--- src/rtl/lc3_pkg.sv ---
// Shared LC-3 constants for the execute stage: opcodes, control-field encodings
// and the bit positions of the packed E_Control bus.
package lc3_pkg;

  localparam logic [3:0] OP_BR  = 4'b0000;
  localparam logic [3:0] OP_ADD = 4'b0001;
  localparam logic [3:0] OP_LD  = 4'b0010;
  localparam logic [3:0] OP_ST  = 4'b0011;
  localparam logic [3:0] OP_AND = 4'b0101;
  localparam logic [3:0] OP_STR = 4'b0111;
  localparam logic [3:0] OP_NOT = 4'b1001;
  localparam logic [3:0] OP_LDI = 4'b1010;
  localparam logic [3:0] OP_STI = 4'b1011;
  localparam logic [3:0] OP_JMP = 4'b1100;
  localparam logic [3:0] OP_LEA = 4'b1110;

  typedef enum logic [1:0] {
    ALU_ADD  = 2'd0,
    ALU_AND  = 2'd1,
    ALU_NOT  = 2'd2,
    ALU_HOLD = 2'd3
  } alu_ctl_e;

  typedef enum logic [1:0] {
    PCSEL1_OFF11 = 2'd0,
    PCSEL1_OFF9  = 2'd1,
    PCSEL1_OFF6  = 2'd2,
    PCSEL1_ZERO  = 2'd3
  } pcsel1_e;

  // E_Control = {alu_control[1:0], pcselect1[1:0], pcselect2, op2select}
  localparam int EC_ALU_HI  = 5;
  localparam int EC_ALU_LO  = 4;
  localparam int EC_PCS1_HI = 3;
  localparam int EC_PCS1_LO = 2;
  localparam int EC_PCS2    = 1;
  localparam int EC_OP2SEL  = 0;

  function automatic logic is_store_op(input logic [3:0] op);
    return (op == OP_ST) || (op == OP_STI) || (op == OP_STR);
  endfunction

  function automatic logic is_alu_op(input logic [3:0] op);
    return (op == OP_ADD) || (op == OP_AND) || (op == OP_NOT);
  endfunction

endpackage

--- src/rtl/execute_alu.sv ---
// Combinational LC-3 ALU: ADD, AND, NOT. The hold encoding produces zero here;
// the execute stage suppresses the aluout write for it.
module execute_alu
  import lc3_pkg::*;
#(
  parameter int DW = 16
) (
  input  logic [DW-1:0] a,
  input  logic [DW-1:0] op2,
  input  alu_ctl_e      alu_control,
  output logic [DW-1:0] result
);

  always_comb begin
    // NOTE: a default assignment ahead of the case keeps every path driven,
    // so no latch is inferred for result.
    result = '0;
    case (alu_control)
      ALU_ADD: result = a + op2;
      ALU_AND: result = a & op2;
      ALU_NOT: result = ~a;
      default: result = '0;
    endcase
  end

endmodule

--- src/rtl/execute_stage.sv ---
// LC-3 execute stage: operand selection, ALU, PC-relative address adder and the
// execute/memory pipeline registers. Operand bypass is built only when
// EXECUTE_BYPASS_EN is defined; otherwise the bypass inputs are ignored.
module execute_stage
  import lc3_pkg::*;
#(
  parameter int DW = 16,  // fixed by the ISA
  parameter int RA = 3
) (
  input  logic          clock,
  input  logic          reset,
  input  logic          enable_execute,
  input  logic [5:0]    E_Control,
  input  logic [1:0]    W_Control_in,
  input  logic          Mem_Control_in,
  input  logic [DW-1:0] IR,
  input  logic [DW-1:0] npc_in,
  input  logic [DW-1:0] VSR1,
  input  logic [DW-1:0] VSR2,
  input  logic [DW-1:0] Mem_Bypass_Val,
  input  logic          bypass_alu_1,
  input  logic          bypass_alu_2,
  input  logic          bypass_mem_1,
  input  logic          bypass_mem_2,
  output logic [RA-1:0] sr1,
  output logic [RA-1:0] sr2,
  output logic [DW-1:0] aluout,
  output logic [DW-1:0] pcout,
  output logic [RA-1:0] dr,
  output logic [1:0]    W_Control_out,
  output logic          Mem_Control_out,
  output logic [DW-1:0] M_Data,
  output logic [2:0]    NZP,
  output logic [DW-1:0] IR_Exec
);

  logic [3:0]    opcode;
  alu_ctl_e      alu_ctl;
  pcsel1_e       pcsel1;
  logic [DW-1:0] operand_a;
  logic [DW-1:0] operand_b;
  logic [DW-1:0] op2;
  logic [DW-1:0] alu_result;
  logic [DW-1:0] pc_offset;
  logic [DW-1:0] pc_base;
  logic [DW-1:0] pc_sum;

  assign opcode  = IR[15:12];
  assign alu_ctl = alu_ctl_e'(E_Control[EC_ALU_HI:EC_ALU_LO]);
  assign pcsel1  = pcsel1_e'(E_Control[EC_PCS1_HI:EC_PCS1_LO]);

  // Stores read the source register through the second port.
  assign sr1 = IR[8:6];
  assign sr2 = is_store_op(opcode) ? IR[11:9] : IR[2:0];

`ifdef EXECUTE_BYPASS_EN
  // ALU forwarding is younger than memory forwarding, so it wins.
  always_comb begin
    operand_a = VSR1;
    if (bypass_alu_1)      operand_a = aluout;
    else if (bypass_mem_1) operand_a = Mem_Bypass_Val;
    operand_b = VSR2;
    if (bypass_alu_2)      operand_b = aluout;
    else if (bypass_mem_2) operand_b = Mem_Bypass_Val;
  end
`else
  logic unused_bypass;
  assign unused_bypass = ^{bypass_alu_1, bypass_alu_2, bypass_mem_1,
                           bypass_mem_2, Mem_Bypass_Val};
  assign operand_a = VSR1;
  assign operand_b = VSR2;
`endif

  assign op2 = E_Control[EC_OP2SEL] ? {{(DW-5){IR[4]}}, IR[4:0]} : operand_b;

  execute_alu #(.DW(DW)) u_alu (
    .a           (operand_a),
    .op2         (op2),
    .alu_control (alu_ctl),
    .result      (alu_result)
  );

  always_comb begin
    pc_offset = '0;
    case (pcsel1)
      PCSEL1_OFF11: pc_offset = {{(DW-11){IR[10]}}, IR[10:0]};
      PCSEL1_OFF9:  pc_offset = {{(DW-9){IR[8]}},   IR[8:0]};
      PCSEL1_OFF6:  pc_offset = {{(DW-6){IR[5]}},   IR[5:0]};
      default:      pc_offset = '0;
    endcase
  end

  assign pc_base = E_Control[EC_PCS2] ? npc_in : operand_a;
  assign pc_sum  = pc_base + pc_offset;

  // NOTE: every pipeline register is reset; there is no storage array here,
  // so clearing all state on reset costs nothing and keeps outputs defined.
  always_ff @(posedge clock or negedge reset) begin
    if (!reset) begin
      aluout          <= '0;
      pcout           <= '0;
      dr              <= '0;
      W_Control_out   <= '0;
      Mem_Control_out <= 1'b0;
      M_Data          <= '0;
      NZP             <= '0;
      IR_Exec         <= '0;
    end else if (enable_execute) begin
      // NOTE: non-blocking assignments so every register samples pre-edge
      // values, including aluout when it feeds back through the bypass.
      if (is_alu_op(opcode) && (alu_ctl != ALU_HOLD)) aluout <= alu_result;
      if (!is_alu_op(opcode))  pcout  <= pc_sum;
      if (is_store_op(opcode)) M_Data <= operand_b;
      dr              <= IR[11:9];
      W_Control_out   <= W_Control_in;
      Mem_Control_out <= Mem_Control_in;
      NZP             <= (opcode == OP_BR) ? IR[11:9] : 3'b000;
      IR_Exec         <= IR;
    end
  end

endmodule
--- config.mk ---
export PLATFORM = sky130hd
export DESIGN_NAME = execute_stage
export DESIGN_NICKNAME = d
export VERILOG_FILES = /design/src/rtl/lc3_pkg.sv /design/src/rtl/execute_alu.sv /design/src/rtl/execute_stage.sv
export SDC_FILE = /design/constraint.sdc
export NUM_CORES = 1
export LEC_CHECK = 0
export CORE_AREA = 2 2 146 120
export CTS_CLUSTER_DIAMETER = 50
export CTS_CLUSTER_SIZE = 25
export DETAILED_ROUTE_END_ITERATION = 7
export DIE_AREA = 0 0 148 122
export PLACE_DENSITY_LB_ADDON = 0.08
export REMOVE_ABC_BUFFERS = 1
export SLEW_MARGIN = 20
export SYNTH_ARGS = -nofsm -noshare
export SYNTH_HDL_FRONTEND = slang
export SYNTH_SLANG_ARGS = --single-unit
--- constraint.sdc ---
create_clock -name clock -period 0.8 [get_ports clock]
set_clock_uncertainty 0.15 [all_clocks]
set_input_delay 0.08 -clock clock [delete_from_list [all_inputs] [get_ports clock]]
set_output_delay 0.08 -clock clock [all_outputs]
set_load 0.02 [all_outputs]
### After elaboration in Yosys (flattened, before gate mapping)

Index checks and enable logic that the tools add are counted.

| word-level totals | value |
|---|---|
| flip-flop bits (word level) | 73 |
| input bits | 96 |
| output and inout port bits | 79 |
| logic and storage cells | 41 |

| cells by class | value |
|---|---|
| add/subtract/negate cells | 2 |
| equal/unequal tests | 11 |
| muxes and demuxes | 6 |
| bitwise gates (word level) | 3 |
| reductions and logical operators | 11 |

Operators with widths:

| cell | count |
|---|---|
| 16-bit one-hot mux with 3 select lines | 2 |
| 16-bit adder | 2 |
| 16-bit two-way mux | 2 |
| 16-bit bitwise AND | 1 |
| 16-bit inverter | 1 |
| 4-bit by 3-bit equality test with 1-bit output, second input constant | 2 |
| 4-bit equality test, second input constant | 2 |
| 3-bit two-way mux | 2 |
| 2-bit AND reduction | 3 |
| 2-bit by 1-bit equality test with 1-bit output, second input constant | 2 |
| 2-bit equality test, second input constant | 2 |
| 4-bit by 1-bit equality test with 1-bit output, second input constant | 1 |
| 4-bit by 2-bit equality test with 1-bit output, second input constant | 1 |
| 2-bit logical NOT | 2 |
| 4-bit logical NOT | 1 |
| 1-bit logical OR | 4 |
| 2-bit != test, second input constant | 1 |
| 1-bit logical AND | 1 |
| 1-bit inverter | 1 |

### Logic depth before layout (Yosys ltp)

| logic depth | value |
|---|---|
| depth in word-level cells | 5 |
| gate-level depth with buffers | 12 |

### Cells and area by module

From an unflattened synthesis, not the netlist that was laid out.

| second synthesis, totals | value |
|---|---|
| cell total of the unflattened synthesis | 525 |
| area, all modules | 4971.0 sq um |

By module, submodules not included:

| module | times used | cells an instance | area each (sq um) | sequential area each (sq um) |
|---|---|---|---|---|
| execute_stage | 1 | 371 | 3902.5 | 1751.7 |
| execute_alu | 1 | 154 | 1068.5 | 0.0 |

### Least setup slack after synthesis

Ideal clock, no wire load.

| path | value |
|---|---|
| path type | input-to-reg |
| start | input port E_Control[1] |
| end | register pcout[12] |
| arrival time | 2654 ps |
| slack | -2150 ps |
| stages | 12 |
| path buffers | 2 |
| cells stage by stage | clkbuf_1 buf_1 mux2_2 ha_1 inv_1 fa_1 nor2b_4 o31ai_2 a21oi_1 a221oi_1 mux2i_1 o311ai_0 |

| on the way | value |
|---|---|
| word-level cells in the longest chain between the ends | 2 |

RTL lines:

| element | RTL line | RTL |
|---|---|---|
| from (decl) | execute_stage.sv:13 | `input logic [5:0] E_Control,` |
| 16-bit two-way mux | execute_stage.sv:93 | `assign pc_base = E_Control[EC_PCS2] ? npc_in : operand_a;` |
| 16-bit adder | execute_stage.sv:94 | `assign pc_sum = pc_base + pc_offset;` |
| to (signal assigned) | execute_stage.sv:112 | `if (!is_alu_op(opcode)) pcout <= pc_sum;` |
| to (decl) | execute_stage.sv:28 | `output logic [DW-1:0] pcout,` |

No other way between the ends.
A chain may end at the register's enable or synchronous reset.

### Final worst setup path

| path | value |
|---|---|
| start | input port E_Control[2] |
| end | register pcout[14] |

| on the way | value |
|---|---|
| word-level cells in the longest chain between the ends | 3 |

RTL lines:

| element | RTL line | RTL |
|---|---|---|
| 2-bit equality test (tied with other cells) | execute_stage.sv:85 | `case (pcsel1)` |
| 16-bit one-hot mux with 3 select lines * | execute_stage.sv:85 |  |
| 16-bit adder * | execute_stage.sv:94 |  |

Mark *: on every way between the ends. The rest lies on a longest branch, timed or not.

==> metrics.md <==
| Metric | Value |
|---|---|
| Via density | 4.88 |
| Row cnt | 43 |
| Critical-path cell list | buf_8 > buf_6 > nand3b_1 > buf_6 > o21ai_4 > ha_4 > a21oi_2 > o21ai_2 > a221o_1 > o21a_1 > o21a_1 > o31ai_1 |
| Static Leak | between 4 and 5 nW |
| Clock buffer depth | 2 |
| Critical path arrival | 2.20 ns |
| Post-Syn Area | 4890 um2 |
| Max-Cap Viols | 0 |
| CP delay by family, top | compound AO/OA/AOI/OAI gates |
| Layout cells sized above 1 | 58.7% |
| Combinational Power Share | around 50% |
| Unrepaired setup endpoints after global routing | true |
| H-tree depth | 3 |
| Die Ht | around 120 um |
| CTS Hold Buffers Added | 1 |
| Synth async-reset ratio | 100% |
| Clock Pin Slew Worst Setup and Hold Paths | 0.06 ns |
| Crit path buf inv count | 3 |
| Crit path setup slack, layout | -1.30 ns |
| WHS | -0.161 ns |
| Final Power | 17.6 mW |
| Initial antenna violation count | 3 |
| Finished Layout Cells | 1084 |
| Violated checks | negative hold slack, negative setup slack |
| Area Growth Syn to Fin | 101% |
| Fin area | 9810 um2 |
| Total negative slack | -62.43 ns |
| Slowest CP cell | a221o_1 |
| Die area | 18100 um2 |
| Most common cell in the synthesized netlist | dfrtp_1 |
| Largest cells by area after synthesis | dfrtp_1 (36%), mux2_2 (13%), ha_1 (7.9%), o21ai_0 (5.8%), nand2_1 (3.8%) |
| Pwr dens | 1800 nW/um2 |
| Post-DP HPWL | between 10000 and 15000 um |
| Top Ports | 175 |
| Routability Congestion | 0.900 |
| Fmax | 477 MHz |
| Cells after Synth | approximately 520 |
| Hold Crit Class | primary input to flop |
| Via count | 5289 |
| Sequential-to-total area share from yosys stat | 35.9% |
| CP Class | primary input to flop |
| Initial Util | between 20% and 30% |
| Top cell type's share of synthesized area | 35.9% |
| Pint | 11.5 mW |
| Status | complete, but fails checks |
| Largest area contributor in the netlist | dfrtp_1 |
| P_sw | 6.14 mW |
| Number of clock sinks | 70 |
| Worst relative slew slack | 77.6% |
| Share of total power in sequential cells | 27.1% |
| Die Span X | about 150 um |
| Drt first-iter violations | 261 |
| IR drop worst, VDD | 1060 uV |
| Final hold violations | 16 |
| CP Launch Type | primary input |
| CP max stage delay | 0.30 ns |
| Placed cell area | about 7700 um2 |
| Distinct cell type count after synthesis | 60 |
| Clock share of power | 23.1% |
| Remaining DRCs | 0 |
| CP required | 0.90 ns |
| First-pass GRT wire length | around 29000 um |
| Largest net degree at the start of global routing | 37 |
| Wire length per cell | 17.8 um |
| Dpl cells | 1011 |
| Net Sw Frac | 34.8% |
| CTS root buf | clkbuf_16 |
| Tmin final | 2.10 ns |
| DR pass1 iterations | 4 |
| Period utilisation layout | 262% |
| Number of global-route vias before repair | 5463 |
| Register bit count reported by yosys | 70 |
| Slew Limit Fails | 0 |
| I/O Buffers | between 150 and 200 |
| Post-synth EDFFs | 0 |
| Layout fillers | 1496 |
| TritonCTS buffer count | 9 |
| Yosys Warn Count | 0 |
| Most used DFF post-synth | dfrtp_1 |
| Crit. End Element | flop |
| Core Region | roughly 17000 um2 |
| Final WL | approximately 19000 um |
| GRT overflow | 0 |
| Top cells by count, synth | dfrtp_1 (70), mux2_2 (58), o21ai_0 (57), nand2_1 (50), ha_1 (31) |
| Setup Viol. Count Final | 145 |
| Max Fanout on Critical Path | 4 |
| Worst Max-Slew Pin Slew | ~0.34 ns |
| GR Util All Layers | 21.2% |
| Synth Area per Inst | 9.45 um2 |
| CTS tree | built |
| Clock Latency Late Sink | roughly 0.34 ns |
| Final layout net count | 982 |
| ANT nets after route | 0 |
timing repair:
action	4_1_cts	5_1_grt
buffers inserted	45	19
pin swaps	115	96
resized for setup	778	126
endpoints found under the setup margin	148	147
cloned	2	0
hold endpoints to repair	76	15
metal layers:
layer / wire length, um / global-route usage (%)
met5: 7 / 0
met3: 1320 / 5.73
met1: 8570 / 28.0
met4: 367 / 6.25
met2: 9030 / 34.1
cell usage in the layout (no fill, tap or decap), drive strengths merged, types with 9 or more instances in the layout:
cell / n
xor2: 11
nor2: 23
ha: 31
dfrtp: 70
clkbuf: 16
a21oi: 28
nor3: 9
clkdlybuf4s50: 25
o211ai: 11
inv: 23
buf: 288
mux2: 58
dlygate4sd2: 13
a211oi: 9
nand2: 50
clkdlybuf4s15: 9
o21ai: 62
nand3: 10
xnor2: 10
worst paths after layout:
kind | from | end | slack, ns | depth (start not counted)
min in group asynchronous | reset | pcout[13]$_DFFE_PN0P_ | -0.06 | 2
hold / removal | IR[14] | IR_Exec[14]$_DFFE_PN0P_ | -0.16 | 2
setup reg to reg | aluout[11]$_DFFE_PN0P_ | aluout[11]$_DFFE_PN0P_ | -0.32 | 3
max in group asynchronous | reset | M_Data[0]$_DFFE_PN0P_ | 0.14 | 3
hold reg to reg | pcout[4]$_DFFE_PN0P_ | pcout[4]$_DFFE_PN0P_ | 0.35 | 2
setup / recovery | E_Control[2] | pcout[14]$_DFFE_PN0P_ | -1.30 | 12
through the flow:
step,utilization (%),worst slack [ns]
finish,58.4,-1.30
global route,58.4,-1.37
CTS,55.3,-1.43
detailed placement,45.8,-2.47
global placement,45.8,-2.43
floorplan,-,-1.62
flip-flops by register name, summed over array words and instances (netlist names):
name and flops:
dr 2, aluout 16, W_Control_out 2, Mem_Control_out 1, pcout 16, IR_Exec 14, NZP 3, M_Data 16
power groups by stage:
stage	Clock, mW	Sequential (mW)	Combinational (mW)
after global placement	0	4.66	6.59
final	4.07	4.77	8.77
after global routing	4.32	4.86	9.35
after detailed placement	0	4.69	6.61
after floorplan	0	5.52	2.19
after CTS	4.19	4.78	8.13
worst register-to-register path, stage by stage, from the launching register on:
cell,delay [ns]
dfrtp_1,0.39
buf_4,0.14
o21ai_0,0.20
o22ai_2,0.11
final cells by class:
type                    count  area (um2)  area share [%]
multi-input cells         398        4020            41.0
repair buffers            351        3370            34.4
flip-flops and latches     70        1750            17.9
well taps                 225         282            2.87
clock buffers               9         225            2.30
inverters                  23        86.3           0.880
clock inverters             6        63.8           0.651
diodes                      2        5.00          0.0510
cells by family after synthesis:
group | count (synthesis) | synth area share, %
compound gates | 158 | 21.1
xor+xnor | 21 | 3.76
fa+ha+maj | 33 | 8.76
buf+inv | 49 | 4.30
flops | 70 | 35.9
mux | 62 | 14.2
simple gates | 124 | 12.0
Power figures use the tool's default switching activity.
